===== config.mk =====
export PLATFORM = sky130hd
export DESIGN_NAME = mega_fsm
export DESIGN_NICKNAME = d
export VERILOG_FILES = /design/src/rtl/mega_fsm.sv
export SDC_FILE = /design/constraint.sdc
export NUM_CORES = 1
export LEC_CHECK = 0
export ABC_AREA = 1
export CAP_MARGIN = 10
export CELL_PAD_IN_SITES_DETAIL_PLACEMENT = 1
export CELL_PAD_IN_SITES_GLOBAL_PLACEMENT = 1
export CORE_MARGIN = 5
export CORE_UTILIZATION = 41
export CTS_BUF_LIST = sky130_fd_sc_hd__clkbuf_4 sky130_fd_sc_hd__clkbuf_8
export CTS_CLUSTER_SIZE = 30
export DETAILED_ROUTE_END_ITERATION = 8
export PLACE_DENSITY = 0.95
export REMOVE_ABC_BUFFERS = 1
export SYNTH_ARGS = -nofsm -noshare
export SYNTH_HDL_FRONTEND = slang
export SYNTH_SLANG_ARGS = --single-unit

===== constraint.sdc =====
create_clock -name clk -period 3.77 [get_ports clk]
set_input_delay 0.5655 -clock clk [delete_from_list [all_inputs] [get_ports clk]]
set_output_delay 0.5655 -clock clk [all_outputs]
set_load 0.05 [all_outputs]

===== src/rtl/mega_fsm.sv =====
// Service-station controller: a selector FSM dispatches to a car-wash or workshop
// sequence, each stepping through a program-dependent number of stages.
module mega_fsm (
    input  logic       reset,
    input  logic       clk,
    input  logic       PB1,
    input  logic       PB2,
    input  logic       BF,
    input  logic       BF1,
    input  logic [3:0] T,
    input  logic [3:0] C,
    output logic       CT,
    output logic       CT1,
    output logic [2:0] SA,
    output logic [2:0] SA1
);

    typedef enum logic [2:0] {
        IDLE   = 3'd0,
        W_SEL  = 3'd1,
        W_RUN  = 3'd2,
        W_DONE = 3'd3,
        S_SEL  = 3'd4,
        S_RUN  = 3'd5,
        S_DONE = 3'd6
    } state_t;

    state_t     state_r;
    logic       bf_q_r;
    logic       bf1_q_r;
    logic [2:0] nw_r;
    logic [2:0] ns_r;
    logic       bf_rise_s;
    logic       bf1_rise_s;

    // Wash program length, lowest set bit of the code wins
    function automatic logic [2:0] wash_len(input logic [3:0] code);
        logic [2:0] len;
        casez (code)
            4'b???1: len = 3'd2;
            4'b??10: len = 3'd3;
            4'b?100: len = 3'd4;
            4'b1000: len = 3'd5;
            default: len = 3'd0;
        endcase
        return len;
    endfunction

    // Workshop program length, lowest set bit of the code wins
    function automatic logic [2:0] shop_len(input logic [3:0] code);
        logic [2:0] len;
        casez (code)
            4'b???1: len = 3'd7;
            4'b??10: len = 3'd5;
            4'b?100: len = 3'd4;
            4'b1000: len = 3'd3;
            default: len = 3'd0;
        endcase
        return len;
    endfunction

    assign bf_rise_s  = BF  & ~bf_q_r;
    assign bf1_rise_s = BF1 & ~bf1_q_r;

    // Selector FSM, both sequences and all registered outputs
    always_ff @(posedge clk) begin
        if (reset) begin
            state_r <= IDLE;
            bf_q_r  <= 1'b0;
            bf1_q_r <= 1'b0;
            nw_r    <= 3'd0;
            ns_r    <= 3'd0;
            SA      <= 3'd0;
            SA1     <= 3'd0;
            CT      <= 1'b0;
            CT1     <= 1'b0;
        end else begin
            bf_q_r  <= BF;
            bf1_q_r <= BF1;
            case (state_r)
                IDLE, W_DONE, S_DONE: begin
                    // Leaving a done state drops its completion flag
                    if (PB1) begin
                        state_r <= W_SEL;
                        CT      <= 1'b0;
                        CT1     <= 1'b0;
                    end else if (PB2) begin
                        state_r <= S_SEL;
                        CT      <= 1'b0;
                        CT1     <= 1'b0;
                    end else begin
                        state_r <= state_r;
                    end
                end
                W_SEL: begin
                    if (C != 4'd0) begin
                        nw_r    <= wash_len(C);
                        SA      <= 3'd1;
                        state_r <= W_RUN;
                    end else begin
                        state_r <= W_SEL;
                    end
                end
                S_SEL: begin
                    if (T != 4'd0) begin
                        ns_r    <= shop_len(T);
                        SA1     <= 3'd1;
                        state_r <= S_RUN;
                    end else begin
                        state_r <= S_SEL;
                    end
                end
                W_RUN: begin
                    if (bf_rise_s) begin
                        if (SA < nw_r) begin
                            SA <= SA + 3'd1;
                        end else begin
                            SA      <= 3'd0;
                            CT      <= 1'b1;
                            state_r <= W_DONE;
                        end
                    end else begin
                        state_r <= W_RUN;
                    end
                end
                S_RUN: begin
                    if (bf1_rise_s) begin
                        if (SA1 < ns_r) begin
                            SA1 <= SA1 + 3'd1;
                        end else begin
                            SA1     <= 3'd0;
                            CT1     <= 1'b1;
                            state_r <= S_DONE;
                        end
                    end else begin
                        state_r <= S_RUN;
                    end
                end
                default: begin
                    state_r <= IDLE;
                    SA      <= 3'd0;
                    SA1     <= 3'd0;
                    CT      <= 1'b0;
                    CT1     <= 1'b0;
                end
            endcase
        end
    end

endmodule


* Word level (Yosys, flattened, before mapping)
Index checks and enable logic that the tools add are counted.
Cells by class: bitwise gates (word level) 8, multiplexer cells 27, eq/ne operators 21, reductions and logical operators 15, $add $sub $neg 2, $lt $le $gt $ge 2
Operators by type and width (count):
- 2-to-1 mux 3 bit | 12
- one-hot mux 3 bit (4 select lines) | 2
- one-hot mux 3 bit (3 select lines) | 2
- equality test 3 bit, second input constant | 5
- one-hot mux 3 bit (5 select lines) | 1
- inequality test 2 bit, second input constant | 6
- OR reduction 5 bit | 2
- inequality test 3 bit, second input constant | 3
- AND reduction 3 bit | 3
- OR reduction 3 bit | 3
- equality test 4 bit, second input constant | 2
- AND reduction 4 bit | 2
- nonzero test 4 bit | 2
- 2-to-1 mux 1 bit | 7
- adder 3 x 1 -> 3 bit, second input constant | 2
- equality test 3 x 2 -> 1 bit, second input constant | 2
- less-than comparator 3 bit | 2
- inverter 1 bit | 6
- one-hot mux 1 bit (3 select lines) | 2
- equality test 2 bit, second input constant | 2
- AND reduction 2 bit | 2
- equality test 3 x 1 -> 1 bit, second input constant | 1
- logical NOT 3 bit | 1
- bitwise AND 1 bit | 2
- 2-to-1 mux 2 bit | 1
Word-level totals: register bits 19, word-level logic and storage cells 84, bits of input ports 14, output and inout port bits 8

* Logic depth before layout (Yosys ltp)
Gate-level depths: netlist of the first run.
word-level depth 4, depth in mapped cells 11

* Worst setup path after synthesis of the first run
Ideal clock, no wire load.
path type reg-to-reg, start reg SA1[2], end reg SA1[0], path buffers 0, path slack 2.062 ns, arrival time 1.638 ns, stages on the path, launching flop included 7, cells stage by stage dfxtp_1 ha_1 a21oi_1 nand3_1 o21ai_1 nand2_1 a21oi_1
Between the ends: word-level cells in the longest chain between the ends 4
RTL lines:
- start, declared | line 15 | output logic [2:0] SA1
- start signal, assigned | line 129 | SA1 <= SA1 + 3'd1;
- less-than comparator 3 bit | line 128 | if (SA1 < ns_r) begin
- 2-to-1 mux 3 bit | line 128
- 2-to-1 mux 3 bit | line 127 | if (bf1_rise_s) begin
- one-hot mux 3 bit (3 select lines) | line 80 | case (state_r)
No other way between the ends. The select of a mux whose other input is x is not followed. A chain may end at the register's enable or synchronous reset.

* Final worst setup path of the first run
start reg SA[0], end out SA[0]
RTL lines:
- start, declared | line 14 | output logic [2:0] SA,
- start signal, assigned | line 116 | SA <= SA + 3'd1;
No word-level cell between the ends.

==> results of run 1 <==
## layout by cell type, fill, tap and decap left out, types with 2 or more instances in the layout
cell type | synthesis | routed
nor2_4 | 3 | 3
nor3_1 | 2 | 2
a21oi_1 | 13 | 13
inv_2 | 6 | 6
nand2_1 | 40 | 40
inv_1 | 33 | 33
o31ai_1 | 2 | 2
nand4_1 | 2 | 2
nand3_1 | 11 | 11
o21ai_0 | 5 | 5
clkbuf_4 | 0 | 3
nand3_2 | 3 | 3
ha_1 | 6 | 6
clkdlybuf4s50_1 | 0 | 21
nand2_2 | 5 | 5
nor2_1 | 31 | 31
nor2_2 | 3 | 3
dfxtp_1 | 19 | 19
o21ai_1 | 4 | 4
## registers in the layout (all words and copies together), names as in the netlist
name     cells
nw_r         3
CT1          1
bf1_q_r      1
bf_q_r       1
SA           3
SA1          3
state_r      3
ns_r         3
CT           1
## kinds of logic after synthesis
| kind of cell | share of synthesized area |
|---|---|
| XOR/XNOR | 0.00684 |
| adder cells (fa/ha/maj) | 0.0743 |
| AND/OR/NAND/NOR | 0.367 |
| buffers and inverters | 0.123 |
| AO/OA/AOI/OAI | 0.132 |
| flip-flops | 0.297 |
## per-layer routing
metal | routed length, µm | vias to the layer above
met3 | 95 | 4
met5 | 0 | -
met2 | 1510 | 18
met1 | 1490 | 556
li1 | - | 662
met4 | 29 | 0
## stage by stage
step | utilization | setup slack [ps] | power [W]
2_1_floorplan | - | 2060 | 0.000821
3_3_place_gp | 0.507 | 1840 | 0.000959
3_5_place_dp | 0.507 | 1780 | 0.000993
4_1_cts | 0.516 | 1570 | 0.00110
5_1_grt | 0.516 | 1540 | 0.00121
6_report | 0.516 | 1600 | 0.00109
## power by group
part           total (W)  switching [W]  leakage [nW]  internal [W]
sequential      0.000316      0.0000622         0.155      0.000254
combinational   0.000666       0.000428         0.558      0.000237
clock           0.000109      0.0000689        0.0177     0.0000396
## worst reg2reg max path, delay by kind of cell (launching register included)
kind | cells | cell delay, ps
fa+ha+maj | 1 | 460
simple gates | 6 | 470
buf+inv | 3 | 270
flops | 1 | 500
## Yosys cell counts (all sizes together)
cell type   n
o21ai      10
nor3        2
nand2      46
xnor2       1
clkbuf      1
inv        39
nand3      14
nand4       2
fa          1
o31ai       2
buf         1
a211oi      1
a21oi      14
dfxtp      19
nor2       37
o21bai      2
ha          6
## worst min-delay path by stage
stage                                    start                   end  slack (ps)  cells after the start
final                     ns_r[0]$_SDFFE_PP0P_  ns_r[0]$_SDFFE_PP0P_         480                      2
after global routing      nw_r[0]$_SDFFE_PP0N_  nw_r[0]$_SDFFE_PP0N_         510                      2
after CTS                 ns_r[0]$_SDFFE_PP0P_  ns_r[0]$_SDFFE_PP0P_         480                      2
after detailed placement  ns_r[0]$_SDFFE_PP0P_  ns_r[0]$_SDFFE_PP0P_         460                      2
after global placement    ns_r[2]$_SDFFE_PP0P_  ns_r[2]$_SDFFE_PP0P_         450                      2
after floorplan           ns_r[2]$_SDFFE_PP0P_  ns_r[2]$_SDFFE_PP0P_         430                      2
## layout make-up
class                           instances  area share
Sequential cell                        19       0.244
Tap cell                               44      0.0353
Clock buffer                            3      0.0144
Timing Repair Buffer                   21       0.135
Clock inverter                          1     0.00321
Inverter                               39      0.0937
Multi-Input combinational cell        138       0.475
==> flow_metrics.env, run 1 <==
export IMPL_yosysUniqueCellTypes=27
export IMPL_leakagePower_nw=0.731
export IMPL_antenna_found_initial=0
export IMPL_clkTransAtPathRegs_ps=120
export IMPL_multi_input_area_um2=742
export IMPL_final_antenna_net_count=0
export IMPL_grt_total_usage=0.164
export IMPL_placed_cells=261
export IMPL_crit_path_end="SA[0]"
export IMPL_die_area_um2=4340
export IMPL_worstPathRequired_ps=3200
export IMPL_ios=22
export IMPL_cts_sinks=19
export IMPL_worstMarginPinSlew_ps=573
export IMPL_antenna_cells=0
export IMPL_grt_pass1_vias=1306
export IMPL_synth_top_area_frac=0.297
export IMPL_powerDensity_nw_per_um2=698
export IMPL_h_tree_depth=1
export IMPL_finalWeightedCongestion=0.823
export IMPL_finalNetCount=243
export IMPL_crit_type="register to output port"
export IMPL_final_seq_area_um2=380
export IMPL_timing_final_crit_share=0.575
export IMPL_syn_area_per_cell_um2=6.46
export IMPL_cts_root_buf="clkbuf_4"
export IMPL_cpPeakStageDelay_ps=840
export IMPL_drv_slew=0
export IMPL_cap_viol_max_count=0
export IMPL_min_period_ps=2170
export IMPL_rsz0062_at_grt="false"
export IMPL_endpoint_kind="output port"
export IMPL_synth_seq_cells=19
export IMPL_use_met1=0.200
export IMPL_crit_fanout=5
export IMPL_crit_arrival_ps=1600
export IMPL_post_cts_setup_buffers=0
export IMPL_grt_max_degree=16
export IMPL_clk_latency_ps=300
export IMPL_drt_initial_drc_count=25
export IMPL_overflow=0
export IMPL_n_fill_cell=418
export IMPL_start_kind="register"
export IMPL_grt_pass1_wl_mm=5.63
export IMPL_status="completed"
export IMPL_yosys_warnings=0
export IMPL_hp_class="register to register"
export IMPL_vdd_ir_drop_worst_v=0.000302
export IMPL_start_util=0.423
export IMPL_max_clock_path_buffers=2
export IMPL_rows=20
export IMPL_yosys_top_cells_area="dfxtp_1 (30%), nand2_1 (12%), inv_1 (9.7%), nor2_1 (9.1%), ha_1 (5.9%)"
export IMPL_port_buffers=21
export IMPL_numCtsBuffers=3
export IMPL_startpoint="SA[0]$_SDFFE_PP0P_"
export IMPL_syn_to_final_growth_pct=22.0
export IMPL_synth_area_um2=1280
export IMPL_skew_ps=3.28
export IMPL_cts_resized=0
export IMPL_finalSetupTns_ps=0
export IMPL_drive_gt1_frac=0.127
export IMPL_cts_tree="done"
export IMPL_yosysSeqAreaShare=0.297
export IMPL_wl_mm=3.12
export IMPL_final_area_um2=1560
export IMPL_hold_viol=0
export IMPL_dpl_instance_area_um2=1530
export IMPL_viasPerCell=4.68
export IMPL_ff2ff_path_depth=10
export IMPL_timing_rr_end="SA[2]$_SDFFE_PP0P_"
export IMPL_coreArea_um2=3030
export IMPL_dp_hpwl_mm=2.57
export IMPL_grt_busiest_layer="met2"
export IMPL_firstDrtPassIters=4
export IMPL_slowest_stage="clkdlybuf4s50_1"
export IMPL_die_w_um=65.9
export IMPL_fmax_mhz=461
export IMPL_use_met3=0.0221
export IMPL_dieHeight_um=65.9
export IMPL_rrSetupSlack_ps=1990
export IMPL_setup_viol=0
export IMPL_drc=0
export IMPL_syn_inst=198
export IMPL_hold_buffers=0
export IMPL_cp_depth=1
export IMPL_relSlewSlack=0.617
export IMPL_fin_cells=265
export IMPL_path_cells="clkdlybuf4s50_1"
export IMPL_worstPathBufferInverterCount=1
export IMPL_holdWs_ps=482
export IMPL_synth_top_area_cell="dfxtp_1"
export IMPL_use_met2=0.295
export IMPL_crit_family="buffers and inverters"
export IMPL_wire_per_inst_um=11.8
export IMPL_r2r_start="state_r[1]$_SDFFE_PP0P_"
export IMPL_vias=1240
No activity file was read; power rests on OpenSTA's default activity.
==> run 2, diff against run 1 <==
CORE_UTILIZATION = 38   (was 41)
PLACE_DENSITY = 0.91   (was 0.95)
clock period = 2.12 ns   (was 3.77 ns; I/O delays follow)
==> run 2 against run 1 <==
Compared with the run above: clock-buffer cell count is the same; worst setup slack lost 1400 ps; final cell count grew 1.1%; design area grew 0.64%; global-route usage shrank 1.5 points; clock power grew 86%; routed wire length shrank 0.45%; flip-flop and latch count is the same; clock skew grew 2.9 ps; hold slack lost 4.0 ps; critical path type unchanged.
==> flow_metrics.env, run 2 (synthesis results as in run 1) <==
export IMPL_n_fill_cell=469
export IMPL_crit_fanout=5
export IMPL_finalSetupTns_ps=0
export IMPL_cp_depth=1
export IMPL_setup_viol=0
export IMPL_cts_sinks=19
export IMPL_coreArea_um2=3310
export IMPL_rrSetupSlack_ps=360
export IMPL_drc=0
export IMPL_vdd_ir_drop_worst_v=0.000542
export IMPL_rsz0062_at_grt="false"
export IMPL_hold_buffers=0
export IMPL_crit_family="buffers and inverters"
export IMPL_final_area_um2=1570
export IMPL_min_period_ps=1910
export IMPL_leakagePower_nw=0.736
export IMPL_fin_ws_ps=211
export IMPL_final_cell_mix="nand2_1 (40), inv_1 (33), nor2_1 (31), clkdlybuf4s50_1 (21), dfxtp_1 (19)"
export IMPL_vias=1290
export IMPL_antenna_cells=0
export IMPL_final_antenna_net_count=0
export IMPL_use_met3=0.0148
export IMPL_crit_path_end="SA[0]"
export IMPL_cts_root_buf="clkbuf_4"
export IMPL_clkTransAtPathRegs_ps=130
export IMPL_timing_rr_end="SA[2]$_SDFFE_PP0P_"
export IMPL_wire_per_inst_um=11.6
export IMPL_drt_initial_drc_count=35
export IMPL_hold_viol=0
export IMPL_post_cts_setup_buffers=0
export IMPL_slowest_stage="clkdlybuf4s50_1"
export IMPL_worstMarginPinSlew_ps=497
export IMPL_dp_hpwl_mm=2.49
export IMPL_antenna_found_initial=0
export IMPL_viasPerCell=4.81
export IMPL_port_buffers=21
export IMPL_hp_class="register to register"
export IMPL_startpoint="SA[0]$_SDFFE_PP0P_"
export IMPL_cpPeakStageDelay_ps=840
export IMPL_relSlewSlack=0.668
export IMPL_crit_arrival_ps=1590
export IMPL_fin_cells=268
export IMPL_overflow=0
export IMPL_skew_ps=6.21
export IMPL_start_util=0.387
export IMPL_final_common_cell="nand2_1"
export IMPL_cts_tree="done"
export IMPL_powerDensity_nw_per_um2=1230
export IMPL_multi_input_area_um2=742
export IMPL_start_kind="register"
export IMPL_die_area_um2=4630
export IMPL_status="completed"
export IMPL_ff2ff_path_depth=10
export IMPL_worstPathBufferInverterCount=1
export IMPL_rows=21
export IMPL_drv_slew=0
export IMPL_max_clock_path_buffers=2
export IMPL_cap_viol_max_count=0
export IMPL_numCtsBuffers=3
export IMPL_r2r_start="state_r[1]$_SDFFE_PP0P_"
export IMPL_wl_mm=3.11
export IMPL_clk_latency_ps=310
export IMPL_cts_resized=0
export IMPL_path_cells="clkdlybuf4s50_1"
export IMPL_grt_busiest_layer="met2"
export IMPL_h_tree_depth=1
export IMPL_finalNetCount=244
export IMPL_fmax_mhz=524
export IMPL_use_met1=0.183
export IMPL_die_w_um=68.0
export IMPL_dieHeight_um=68.0
export IMPL_ios=22
export IMPL_firstDrtPassIters=4
export IMPL_syn_to_final_growth_pct=22.8
export IMPL_dpl_instance_area_um2=1540
export IMPL_crit_type="register to output port"
export IMPL_drive_gt1_frac=0.131
export IMPL_worstPathRequired_ps=1800
export IMPL_grt_max_degree=16
export IMPL_pre_cts_slack_ps=367
export IMPL_finalWeightedCongestion=0.789
export IMPL_grt_pass1_wl_mm=5.30
export IMPL_timing_final_crit_share=0.900
export IMPL_grt_pass1_vias=1225
export IMPL_grt_total_usage=0.149
export IMPL_endpoint_kind="output port"
export IMPL_placed_cells=264
export IMPL_final_seq_area_um2=380
export IMPL_use_met2=0.266
[run 2: worst min-delay path by stage]
stage,startpoint,endpoint,slack (ps),cells past startpoint
2_1_floorplan,reset,CT$_SDFFE_PP0P_,390,1
3_3_place_gp,ns_r[2]$_SDFFE_PP0P_,ns_r[2]$_SDFFE_PP0P_,450,2
3_5_place_dp,ns_r[2]$_SDFFE_PP0P_,ns_r[2]$_SDFFE_PP0P_,460,2
4_1_cts,ns_r[2]$_SDFFE_PP0P_,ns_r[2]$_SDFFE_PP0P_,480,2
5_1_grt,nw_r[0]$_SDFFE_PP0N_,nw_r[0]$_SDFFE_PP0N_,510,2
6_report,ns_r[2]$_SDFFE_PP0P_,ns_r[2]$_SDFFE_PP0P_,480,2
[run 2: power by group]
part	switching (W)	total, W	internal (W)
Sequential	0.000107	0.000559	0.000452
Clock	0.000133	0.000203	0.0000706
Combinational	0.000752	0.00118	0.000424
[run 2: through the flow]
stage / total power [W] / hold WS (ps) / util
3_5_place_dp: 0.00175 / 459 / 0.466
2_1_floorplan: 0.00146 / 387 / -
6_report: 0.00194 / 478 / 0.475
4_1_cts: 0.00196 / 477 / 0.475
3_3_place_gp: 0.00170 / 455 / 0.466
5_1_grt: 0.00214 / 508 / 0.475
[run 2: cell type report]
type / count / area share
Clock inverter: 1 / 0.00318
Timing Repair Buffer: 22 / 0.139
Tap cell: 46 / 0.0366
Clock buffer: 3 / 0.0143
Sequential cell: 19 / 0.242
Inverter: 39 / 0.0932
Multi-Input combinational cell: 138 / 0.472
[run 2: layer usage]
metal | up-vias | routed length [µm] | part of all wire
li1 | 667 | - | -
met4 | 0 | 59 | 0.019
met3 | 7 | 97 | 0.031
met2 | 23 | 1570 | 0.50
met1 | 593 | 1390 | 0.45
met5 | - | 0 | 0
==> run 3, diff against run 2 <==
--- a/config.mk
+++ b/config.mk
@@ -11,3 +11,2 @@
 export CELL_PAD_IN_SITES_GLOBAL_PLACEMENT = 1
-export CORE_MARGIN = 5
 export CORE_UTILIZATION = 38
--- a/constraint.sdc
+++ b/constraint.sdc
@@ -3,2 +3,2 @@
 set_output_delay 0.318 -clock clk [all_outputs]
-set_load 0.05 [all_outputs]
+set_load 0.005 [all_outputs]
==> run 3 against run 2 <==
Compared with the run above: routed wire length is 0.51% lower; clock power shrank 7%; non-clock buffer count up 1; sequential share of layout area is 0.077 points lower; sequential power fell by 2%; utilization up 2.9 points; flip-flop and latch count stayed put; power fell by 5.1%; hold slack got worse by 7.1 ps; via count is 2.0% lower; combinational power decreased by 7%; critical path type is now register to register; largest cell class unchanged.
==> flow_metrics.env, run 3 (synthesis results as in run 1) <==
export IMPL_cts_resized=0
export IMPL_crit_fanout=8
export IMPL_fmax_mhz=571
export IMPL_start_kind="register"
export IMPL_final_common_cell="nand2_1"
export IMPL_viasPerCell=4.73
export IMPL_cts_root_buf="clkbuf_4"
export IMPL_dieHeight_um=60.0
export IMPL_start_util=0.409
export IMPL_worstPathBufferInverterCount=3
export IMPL_finalNetCount=245
export IMPL_vias=1264
export IMPL_leakagePower_nw=0.741
export IMPL_hold_buffers=0
export IMPL_placed_cells=263
export IMPL_die_area_um2=3600
export IMPL_port_buffers=21
export IMPL_slowest_stage="dfxtp_1"
export IMPL_hp_class="register to register"
export IMPL_firstDrtPassIters=4
export IMPL_grt_max_degree=12
export IMPL_fin_cells=267
export IMPL_h_tree_depth=1
export IMPL_drc=0
export IMPL_wl_mm=3.09
export IMPL_drt_initial_drc_count=31
export IMPL_crit_arrival_ps=1970
export IMPL_ios=22
export IMPL_crit_family="flip-flops"
export IMPL_final_antenna_net_count=0
export IMPL_dp_hpwl_mm=2.57
export IMPL_cap_viol_max_count=0
export IMPL_drv_slew=0
export IMPL_grt_pass1_wl_mm=5.60
export IMPL_timing_rr_end="SA[2]$_SDFFE_PP0P_"
export IMPL_endpoint_kind="register"
export IMPL_antenna_cells=0
export IMPL_skew_ps=7.09
export IMPL_status="completed"
export IMPL_rows=20
export IMPL_hold_viol=0
export IMPL_startpoint="state_r[1]$_SDFFE_PP0P_"
export IMPL_wire_per_inst_um=11.6
export IMPL_clk_latency_ps=300
export IMPL_finalSetupTns_ps=0
export IMPL_grt_pass1_vias=1228
export IMPL_powerDensity_nw_per_um2=1170
export IMPL_min_period_ps=1750
export IMPL_numCtsBuffers=3
export IMPL_crit_path_end="SA[2]$_SDFFE_PP0P_"
export IMPL_cts_sinks=19
export IMPL_fin_total_pwr_w=0.00184
export IMPL_rsz0062_at_grt="false"
export IMPL_pre_cts_slack_ps=366
export IMPL_fin_ws_ps=370
export IMPL_setup_viol=0
export IMPL_worstMarginPinSlew_ps=315
export IMPL_syn_to_final_growth_pct=23.2
export IMPL_grt_total_usage=0.207
export IMPL_antenna_found_initial=0
export IMPL_overflow=0
export IMPL_die_w_um=60.0
export IMPL_path_cells="inv_2, fa_1, inv_1, nand2_2, nor2_4, nand2_4, inv_2, nand3_1, nand2_1, nor2_2"
export IMPL_timing_final_crit_share=0.825
export IMPL_vdd_ir_drop_worst_v=0.000363
export IMPL_crit_type="register to register"
export IMPL_r2r_start="state_r[1]$_SDFFE_PP0P_"
export IMPL_holdWs_ps=471
export IMPL_ff2ff_path_depth=10
export IMPL_coreArea_um2=3130
export IMPL_post_cts_setup_buffers=0
export IMPL_cpPeakStageDelay_ps=500
export IMPL_max_clock_path_buffers=2
export IMPL_drive_gt1_frac=0.135
export IMPL_rrSetupSlack_ps=370
export IMPL_worstPathRequired_ps=2340
export IMPL_path_common_cell="inv_2"
export IMPL_n_fill_cell=440
export IMPL_relSlewSlack=0.790
export IMPL_final_cell_mix="nand2_1 (40), inv_1 (33), nor2_1 (31), clkdlybuf4s50_1 (21), dfxtp_1 (19)"
export IMPL_cts_tree="done"
export IMPL_cp_depth=10
export IMPL_clkTransAtPathRegs_ps=120
export IMPL_finalWeightedCongestion=0.821
==> run 3: cell types whose count changed in the layout (fill, tap and decap cells not counted), sizes merged <==
cell / before / now
buf: 1 / 2
==> run 3: cell type report <==
type / count / area [µm²] / share of cell area
multi-input cells: 138 / 742 / 0.471
flip-flops and latches: 19 / 380 / 0.241
repair buffers: 23 / 225 / 0.143
inverters: 39 / 146 / 0.0929
well taps: 44 / 55.1 / 0.0349
clock buffers: 3 / 22.5 / 0.0143
clock inverters: 1 / 5.00 / 0.00317
==> run 3: routing by layer <==
metal  up-vias  global-route usage  wire length [µm]
li1        666                   -                 -
met1       575               0.271              1510
met2        21               0.352              1480
met3         2              0.0390                82
met4         0              0.0399                20
met5         -                   0                 0
==> run 3: per-stage QoR <==
stage / instance area (µm²) / util
after floorplan: 1270 / -
after global placement: 1550 / 0.495
after detailed placement: 1550 / 0.495
after CTS: 1580 / 0.504
after global routing: 1580 / 0.504
final: 1580 / 0.504
==> run 3: worst min path at each step <==
stage,slack (ps),to,cells past startpoint,startpoint
after detailed placement,450,ns_r[2]$_SDFFE_PP0P_,2,ns_r[2]$_SDFFE_PP0P_
after global routing,490,ns_r[0]$_SDFFE_PP0P_,2,ns_r[0]$_SDFFE_PP0P_
after CTS,470,ns_r[2]$_SDFFE_PP0P_,2,ns_r[2]$_SDFFE_PP0P_
after global placement,450,ns_r[2]$_SDFFE_PP0P_,2,ns_r[2]$_SDFFE_PP0P_
final,470,ns_r[2]$_SDFFE_PP0P_,2,ns_r[2]$_SDFFE_PP0P_
after floorplan,390,CT$_SDFFE_PP0P_,1,reset
==> run 3: tightest hold or removal path: stages (launching register included) <==
cell and delay [ps]:
dfxtp_1 330, nand2_1 60, a21oi_1 50
==> run 3: power breakdown <==
group | switching (W) | internal, W
clock network | 0.000118 | 0.0000703
registers | 0.0000974 | 0.000452
logic | 0.000672 | 0.000430
